===== config.mk =====
export PLATFORM = sky130hd
export DESIGN_NAME = counter_7seg_mux_flat
export DESIGN_NICKNAME = d
export VERILOG_FILES = /design/src/rtl/counter_7seg_mux_if.sv /design/src/rtl/counter_7seg_mux.sv /design/src/flat_wrapper.sv
export SDC_FILE = /design/constraint.sdc
export NUM_CORES = 1
export LEC_CHECK = 0
export BUFFER_PORTS_ARGS = -buffer_cell sky130_fd_sc_hd__buf_2
export CELL_PAD_IN_SITES_DETAIL_PLACEMENT = 0
export CELL_PAD_IN_SITES_GLOBAL_PLACEMENT = 1
export CORE_MARGIN = 1
export CORE_UTILIZATION = 40
export DETAILED_ROUTE_END_ITERATION = 6
export PLACE_DENSITY_LB_ADDON = 0.1
export SLEW_MARGIN = 20
export SYNTH_ARGS = -nofsm -noshare
export SYNTH_HDL_FRONTEND = slang
export SYNTH_SLANG_ARGS = --single-unit

===== constraint.sdc =====
create_clock -name clk -period 3.8 [get_ports clk]
set_input_delay 0.57 -clock clk [delete_from_list [all_inputs] [get_ports clk]]
set_output_delay 0.57 -clock clk [all_outputs]
set_load 0.02 [all_outputs]

===== src/rtl/counter_7seg_mux_if.sv =====
// Word-addressed bus between the Wishbone slave decode and the counter block.
// Each request gets a one-cycle ready pulse.
interface counter_7seg_mux_if;
    logic        valid;
    logic        we;
    logic [1:0]  addr;
    logic [3:0]  wstrb;
    logic [31:0] wdata;
    logic        ready;
    logic [31:0] rdata;

    modport master (
        output valid, we, addr, wstrb, wdata,
        input  ready, rdata
    );

    modport slave (
        input  valid, we, addr, wstrb, wdata,
        output ready, rdata
    );
endinterface


===== src/rtl/counter_7seg_mux.sv =====
// Up/down counter with bus and LA load. It drives a time-multiplexed N-digit
// 7-segment display and can blank leading zeros.
module counter_7seg_mux #(
    parameter int unsigned BITS     = 16,
    parameter int unsigned DIGITS   = BITS / 4,
    parameter int unsigned SCAN_DIV = 10
) (
    input  logic                  clk,
    input  logic                  reset_n,
    counter_7seg_mux_if.slave     bus,
    input  logic [BITS-1:0]       la_write,
    input  logic [BITS-1:0]       la_input,
    output logic [BITS-1:0]       count,
    output logic [6:0]            segments,
    output logic [DIGITS-1:0]     digit_sel,
    output logic [6+DIGITS:0]     out_oeb
);

    localparam int unsigned IdxW = (DIGITS > 1) ? $clog2(DIGITS) : 1;

    logic [BITS-1:0]     count_q, count_d;
    logic [2:0]          ctrl_q, ctrl_d;
    logic                ready_q, ready_d;
    logic [31:0]         rdata_q, rdata_d;
    logic [SCAN_DIV-1:0] presc_q, presc_d;
    logic [IdxW-1:0]     idx_q, idx_d;
    logic [6:0]          seg_q, seg_d;
    logic [DIGITS-1:0]   sel_q, sel_d;

    logic            ack, count_wr, ctrl_wr;
    logic [31:0]     lane_mask;
    logic [BITS-1:0] upper;

    function automatic logic [6:0] hex_to_seg(input logic [3:0] nib);
        logic [6:0] seg;
        case (nib)
            4'h0: seg = 7'b0111111;
            4'h1: seg = 7'b0000110;
            4'h2: seg = 7'b1011011;
            4'h3: seg = 7'b1001111;
            4'h4: seg = 7'b1100110;
            4'h5: seg = 7'b1101101;
            4'h6: seg = 7'b1111101;
            4'h7: seg = 7'b0000111;
            4'h8: seg = 7'b1111111;
            4'h9: seg = 7'b1100111;
            4'hA: seg = 7'b1110111;
            4'hB: seg = 7'b1111100;
            4'hC: seg = 7'b0111001;
            4'hD: seg = 7'b1011110;
            4'hE: seg = 7'b1111001;
            default: seg = 7'b1110001;
        endcase
        return seg;
    endfunction

    always_comb begin
        ack       = bus.valid && !ready_q;
        count_wr  = ack && bus.we && (bus.addr == 2'd0);
        ctrl_wr   = ack && bus.we && (bus.addr == 2'd1) && bus.wstrb[0];
        lane_mask = {{8{bus.wstrb[3]}}, {8{bus.wstrb[2]}}, {8{bus.wstrb[1]}}, {8{bus.wstrb[0]}}};
        ready_d   = ack;

        // Bus write beats LA load, and LA load beats stepping. Stepping uses the old CTRL.
        count_d = count_q;
        if (count_wr) begin
            count_d = (count_q & ~lane_mask[BITS-1:0]) | (bus.wdata[BITS-1:0] & lane_mask[BITS-1:0]);
        end else if (|la_write) begin
            count_d = (count_q & ~la_write) | (la_input & la_write);
        end else if (ctrl_q[0]) begin
            count_d = ctrl_q[1] ? count_q - 1'b1 : count_q + 1'b1;
        end

        ctrl_d = ctrl_wr ? bus.wdata[2:0] : ctrl_q;

        rdata_d = rdata_q;
        if (ack) begin
            case (bus.addr)
                2'd0:    rdata_d = 32'(count_q);
                2'd1:    rdata_d = {29'b0, ctrl_q};
                default: rdata_d = '0;
            endcase
        end

        presc_d = presc_q + 1'b1;
        idx_d   = idx_q;
        if (&presc_q) begin
            idx_d = (idx_q == IdxW'(DIGITS - 1)) ? '0 : idx_q + 1'b1;
        end

        // The current nibble sits in upper[3:0]. If all of upper is zero, every
        // nibble from idx_q up to the top digit is zero.
        upper = count_q >> {idx_q, 2'b00};
        seg_d = (ctrl_q[2] && (idx_q != '0) && (upper == '0)) ? 7'b0 : hex_to_seg(upper[3:0]);
        sel_d = DIGITS'(1) << idx_q;
    end

    always_ff @(posedge clk or negedge reset_n) begin
        if (!reset_n) begin
            count_q <= '0;
            ctrl_q  <= 3'b001;
            ready_q <= 1'b0;
            rdata_q <= '0;
            presc_q <= '0;
            idx_q   <= '0;
            seg_q   <= 7'b0111111;
            sel_q   <= DIGITS'(1);
        end else begin
            count_q <= count_d;
            ctrl_q  <= ctrl_d;
            ready_q <= ready_d;
            rdata_q <= rdata_d;
            presc_q <= presc_d;
            idx_q   <= idx_d;
            seg_q   <= seg_d;
            sel_q   <= sel_d;
        end
    end

    assign count     = count_q;
    assign segments  = seg_q;
    assign digit_sel = sel_q;
    assign bus.ready = ready_q;
    assign bus.rdata = rdata_q;
    assign out_oeb   = {(7 + DIGITS){~reset_n}};

endmodule


===== src/flat_wrapper.sv =====
// flat-port wrapper written by rule: the top's interface ports become plain ports
module counter_7seg_mux_flat 
#(
    parameter int unsigned BITS     = 16,
    parameter int unsigned DIGITS   = BITS / 4,
    parameter int unsigned SCAN_DIV = 10
)
  (clk, reset_n, la_write, la_input, count, segments, digit_sel, out_oeb, bus_valid, bus_we, bus_addr, bus_wstrb, bus_wdata, bus_ready, bus_rdata);
  counter_7seg_mux_if bus_i ();
  input  logic clk;
  input  logic reset_n;
  input  logic [BITS-1:0] la_write;
  input  logic [BITS-1:0] la_input;
  output logic [BITS-1:0] count;
  output logic [6:0] segments;
  output logic [DIGITS-1:0] digit_sel;
  output logic [6+DIGITS:0] out_oeb;
  input wire logic [$bits(bus_i.valid)-1:0] bus_valid;
  input wire logic [$bits(bus_i.we)-1:0] bus_we;
  input wire logic [$bits(bus_i.addr)-1:0] bus_addr;
  input wire logic [$bits(bus_i.wstrb)-1:0] bus_wstrb;
  input wire logic [$bits(bus_i.wdata)-1:0] bus_wdata;
  output wire logic [$bits(bus_i.ready)-1:0] bus_ready;
  output wire logic [$bits(bus_i.rdata)-1:0] bus_rdata;
  assign bus_i.valid = bus_valid;
  assign bus_i.we = bus_we;
  assign bus_i.addr = bus_addr;
  assign bus_i.wstrb = bus_wstrb;
  assign bus_i.wdata = bus_wdata;
  assign bus_ready = bus_i.ready;
  assign bus_rdata = bus_i.rdata;
  counter_7seg_mux #(.BITS(BITS), .DIGITS(DIGITS), .SCAN_DIV(SCAN_DIV)) u_core (.clk(clk), .reset_n(reset_n), .bus(bus_i), .la_write(la_write), .la_input(la_input), .count(count), .segments(segments), .digit_sel(digit_sel), .out_oeb(out_oeb));
endmodule

==> impl_metrics.tcl <==
set metrics [dict create \
    first_pass_iters 4 \
    post_cts_buffers 0 \
    gr-usage-all-layers_pct 22.9 \
    die_h_um 103 \
    synthMostInstantiatedCell "sky130_fd_sc_hd__dfrtp_1" \
    totalPowerFinal_uw 2180 \
    synthDominantCellAreaShare_pct 31.5 \
    yosysTopAreaCell "sky130_fd_sc_hd__dfrtp_1" \
    gp_congestion 0.962 \
    layout_cells_sized_above_1_pct 28.9 \
    chipWidth_um 103 \
    via_total_after_detailed_routing 3639 \
    area_of_the_core_region_um2 9770 \
    cts_clk_pin_slew_worst_paths_ns 0.08 \
    tightest_slew_ns 0.750 \
    number_of_distinct_library_cells_after_synthesis 53 \
    via_count_of_the_first_global_routing_pass 3427 \
    ctsRootBufferMaster "sky130_fd_sc_hd__clkbuf_8" \
    hold_path.class "input pin to asynchronous set/reset pin" \
    drv_slew 0 \
    synth-main-ff-cell "sky130_fd_sc_hd__dfrtp_1" \
    cts-resized-gates 0 \
    postCtsHoldBufs 0 \
    max_clock_freq_ghz 0.351 \
    hold_viol_final 0 \
    grt.overflow.total 0 \
    cts_tree "done" \
    synth-edff-count 0 \
    drt_drc_violations_left 0 \
    cellLeakagePower_uw 0.00231 \
    detail-route-antenna-nets 0 \
    crit_arrival_ns 3.06 \
    grt_start_max_net_pins 60 \
    antenna_cells 0 \
    ys_ff_latch 59 \
    clock_insertion_delay_worst_skew_ns 0.34 \
    synth_sequential_area_ratio_pct 36.7 \
    min_tclk_post_route_ns 2.85 \
    status "finished clean" \
    startpoint_type "register" \
    synthesis.instances 440 \
    placement.setup.worst_slack_ns 1.02 \
    cp_max_fo 18 \
    place_hpwl_mm 8.61 \
    worst_slack_ns 0.952 \
    ir_worst_vdd_mv 0.218 \
    numPortBuffers 110 \
    criticalPathCategory "register to register" \
    htree_levels 3 \
    final_min_period_over_clock_period_pct 74.9 \
    max_cap_violations 0 \
    fin_nets 639 \
    synthArstFlopShare_pct 100 \
    tritoncts_num_sinks 59 \
    boundaryPins 145 \
    finalSetupViolCount 0 \
    crit_required_ns 4.02 \
    timing.clock.skew_ns 0.0101 \
    antenna_found_initial 0 \
    route.detailed.wl_per_inst_um 16.8 \
    clock_tree.buffer_depth 2 \
    timing.slew.headroom_pct 50.0 \
    design.die.area_um2 10500 \
    grt_first_pass_wirelength_mm 18.0 \
    yosysWarningCount 0 \
    avgViaCountPerCell 5.38 \
    ys_top_cells_by_area "sky130_fd_sc_hd__dfrtp_1 (32%), sky130_fd_sc_hd__ha_1 (7.7%), sky130_fd_sc_hd__buf_4 (5.2%), sky130_fd_sc_hd__dfstp_2 (5.2%), sky130_fd_sc_hd__a21oi_1 (4.4%)" \
    rsz0062_at_grt "no" \
    post_synth.cell_area_avg_um2 9.20 \
    floorplan.rows 36 \
    power-per-cell-area_nw_per_um2 451 \
    synth_commonest_cells "sky130_fd_sc_hd__dfrtp_1 (51), sky130_fd_sc_hd__nand2_1 (40), sky130_fd_sc_hd__a21oi_1 (36)" \
    syn_area_um2 4050 \
    postRouteWirelength_mm 11.4 \
    initial_core_util_pct 41.4 \
    tritoncts.num_buffers 9 \
    syn_to_final_growth_pct 19.2 \
    critPathCaptureType "register" \
    detailedRoute.firstIterationViolations 148 \
    tns_ns 0 \
]
-- stage by stage --
stage	hold WS [ns]	utilization (%)	std cells	instance area (um2)
after detailed placement	0.458	46.9	661	4580
after floorplan	0.274	-	455	4110
after global routing	0.475	49.4	677	4830
after global placement	0.454	46.9	661	4580
final	0.435	49.4	677	4830
after CTS	0.466	49.4	677	4830
-- cell usage in the layout, fill, tap and decap left out, types with 4 or more instances in the layout --
| master | Yosys | final |
|---|---|---|
| sky130_fd_sc_hd__buf_2 | 5 | 110 |
| sky130_fd_sc_hd__and3_1 | 4 | 4 |
| sky130_fd_sc_hd__dfstp_2 | 8 | 8 |
| sky130_fd_sc_hd__o21a_1 | 8 | 8 |
| sky130_fd_sc_hd__buf_4 | 28 | 6 |
| sky130_fd_sc_hd__nand3_1 | 23 | 23 |
| sky130_fd_sc_hd__conb_1 | 1 | 16 |
| sky130_fd_sc_hd__nand4_1 | 4 | 4 |
| sky130_fd_sc_hd__ha_1 | 25 | 25 |
| sky130_fd_sc_hd__o31ai_1 | 4 | 4 |
| sky130_fd_sc_hd__inv_1 | 17 | 17 |
| sky130_fd_sc_hd__nor2_1 | 13 | 13 |
| sky130_fd_sc_hd__xor2_1 | 6 | 6 |
| sky130_fd_sc_hd__a22o_1 | 13 | 13 |
| sky130_fd_sc_hd__clkbuf_8 | 0 | 9 |
| sky130_fd_sc_hd__o21ai_0 | 34 | 34 |
| sky130_fd_sc_hd__nor3_1 | 6 | 6 |
| sky130_fd_sc_hd__mux2i_1 | 6 | 6 |
| sky130_fd_sc_hd__nand2b_1 | 6 | 6 |
| sky130_fd_sc_hd__nand2_1 | 40 | 40 |
| sky130_fd_sc_hd__and2_1 | 4 | 4 |
| sky130_fd_sc_hd__xnor2_1 | 13 | 13 |
| sky130_fd_sc_hd__dfrtp_1 | 51 | 51 |
| sky130_fd_sc_hd__o22ai_1 | 7 | 7 |
| sky130_fd_sc_hd__nor2b_1 | 6 | 6 |
| sky130_fd_sc_hd__a31oi_1 | 5 | 5 |
| sky130_fd_sc_hd__mux2_2 | 9 | 9 |
| sky130_fd_sc_hd__a21oi_1 | 36 | 36 |
| sky130_fd_sc_hd__nor4_1 | 7 | 7 |
| sky130_fd_sc_hd__a21o_1 | 4 | 4 |
-- worst paths after layout --
check / startpoint / endpoint / slack, ns / cells after the start
max: u_core.ctrl_q[1]$_DFFE_PN0P_ / register / 0.95 / 7
min: reset_n / u_core.presc_q[4]$_DFF_PN0_ / 0.43 / 2
max reg2reg: u_core.ctrl_q[1]$_DFFE_PN0P_ / register / 0.95 / 7
min reg2reg: u_core.presc_q[5]$_DFF_PN0_ / u_core.presc_q[5]$_DFF_PN0_ / 0.47 / 1
max in group asynchronous: reset_n / asynchronous set/reset pin / 2.86 / 2
min in group clk: u_core.presc_q[5]$_DFF_PN0_ / u_core.presc_q[5]$_DFF_PN0_ / 0.47 / 1
-- report_power, final --
group / total, uW / leakage [uW] / internal [uW] / switching [uW]
combinational: 671 / 0.00145 / 267 / 404
clock: 719 / 0.000120 / 441 / 278
sequential: 787 / 0.000740 / 696 / 91.7
-- cells by family (layout without fill, tap and decap cells) --
logic type,after synthesis,count (layout),share of synthesized area (%)
AO/OA/AOI/OAI,134,134,21.1
adder cells (fa/ha/maj),26,26,8.22
flip-flops,59,59,36.7
multiplexers,18,18,5.65
buffers and inverters,60,149,8.68
AND/OR/NAND/NOR,123,123,15.4
other,1,16,0.0926
XOR/XNOR,19,19,4.11
-- worst max-delay path, cell delays in order, from the launching register on --
cell	delay [ns]
sky130_fd_sc_hd__dfrtp_1	0.82
sky130_fd_sc_hd__ha_1	0.42
sky130_fd_sc_hd__a21oi_1	0.27
sky130_fd_sc_hd__o211ai_1	0.27
sky130_fd_sc_hd__a311oi_1	0.48
sky130_fd_sc_hd__o21ai_0	0.19
sky130_fd_sc_hd__xnor2_1	0.18
sky130_fd_sc_hd__o21ai_0	0.09
-- routing by layer --
metal	track usage, %	part of all wire, %
met3	3.32	4.0
met4	5.49	1.1
met2	39.7	50
met1	29.9	45
met5	0	0
-- final cells by class --
cell class / count / area [um2]
fillers: 975 / 4950
repair buffers: 116 / 596
clock buffers: 9 / 124
flip-flops and latches: 59 / 1490
clock inverters: 7 / 124
multi-input cells: 336 / 2270
inverters: 17 / 63.8
well taps: 133 / 166
Note: power is estimated with default switching activity, not from simulation.
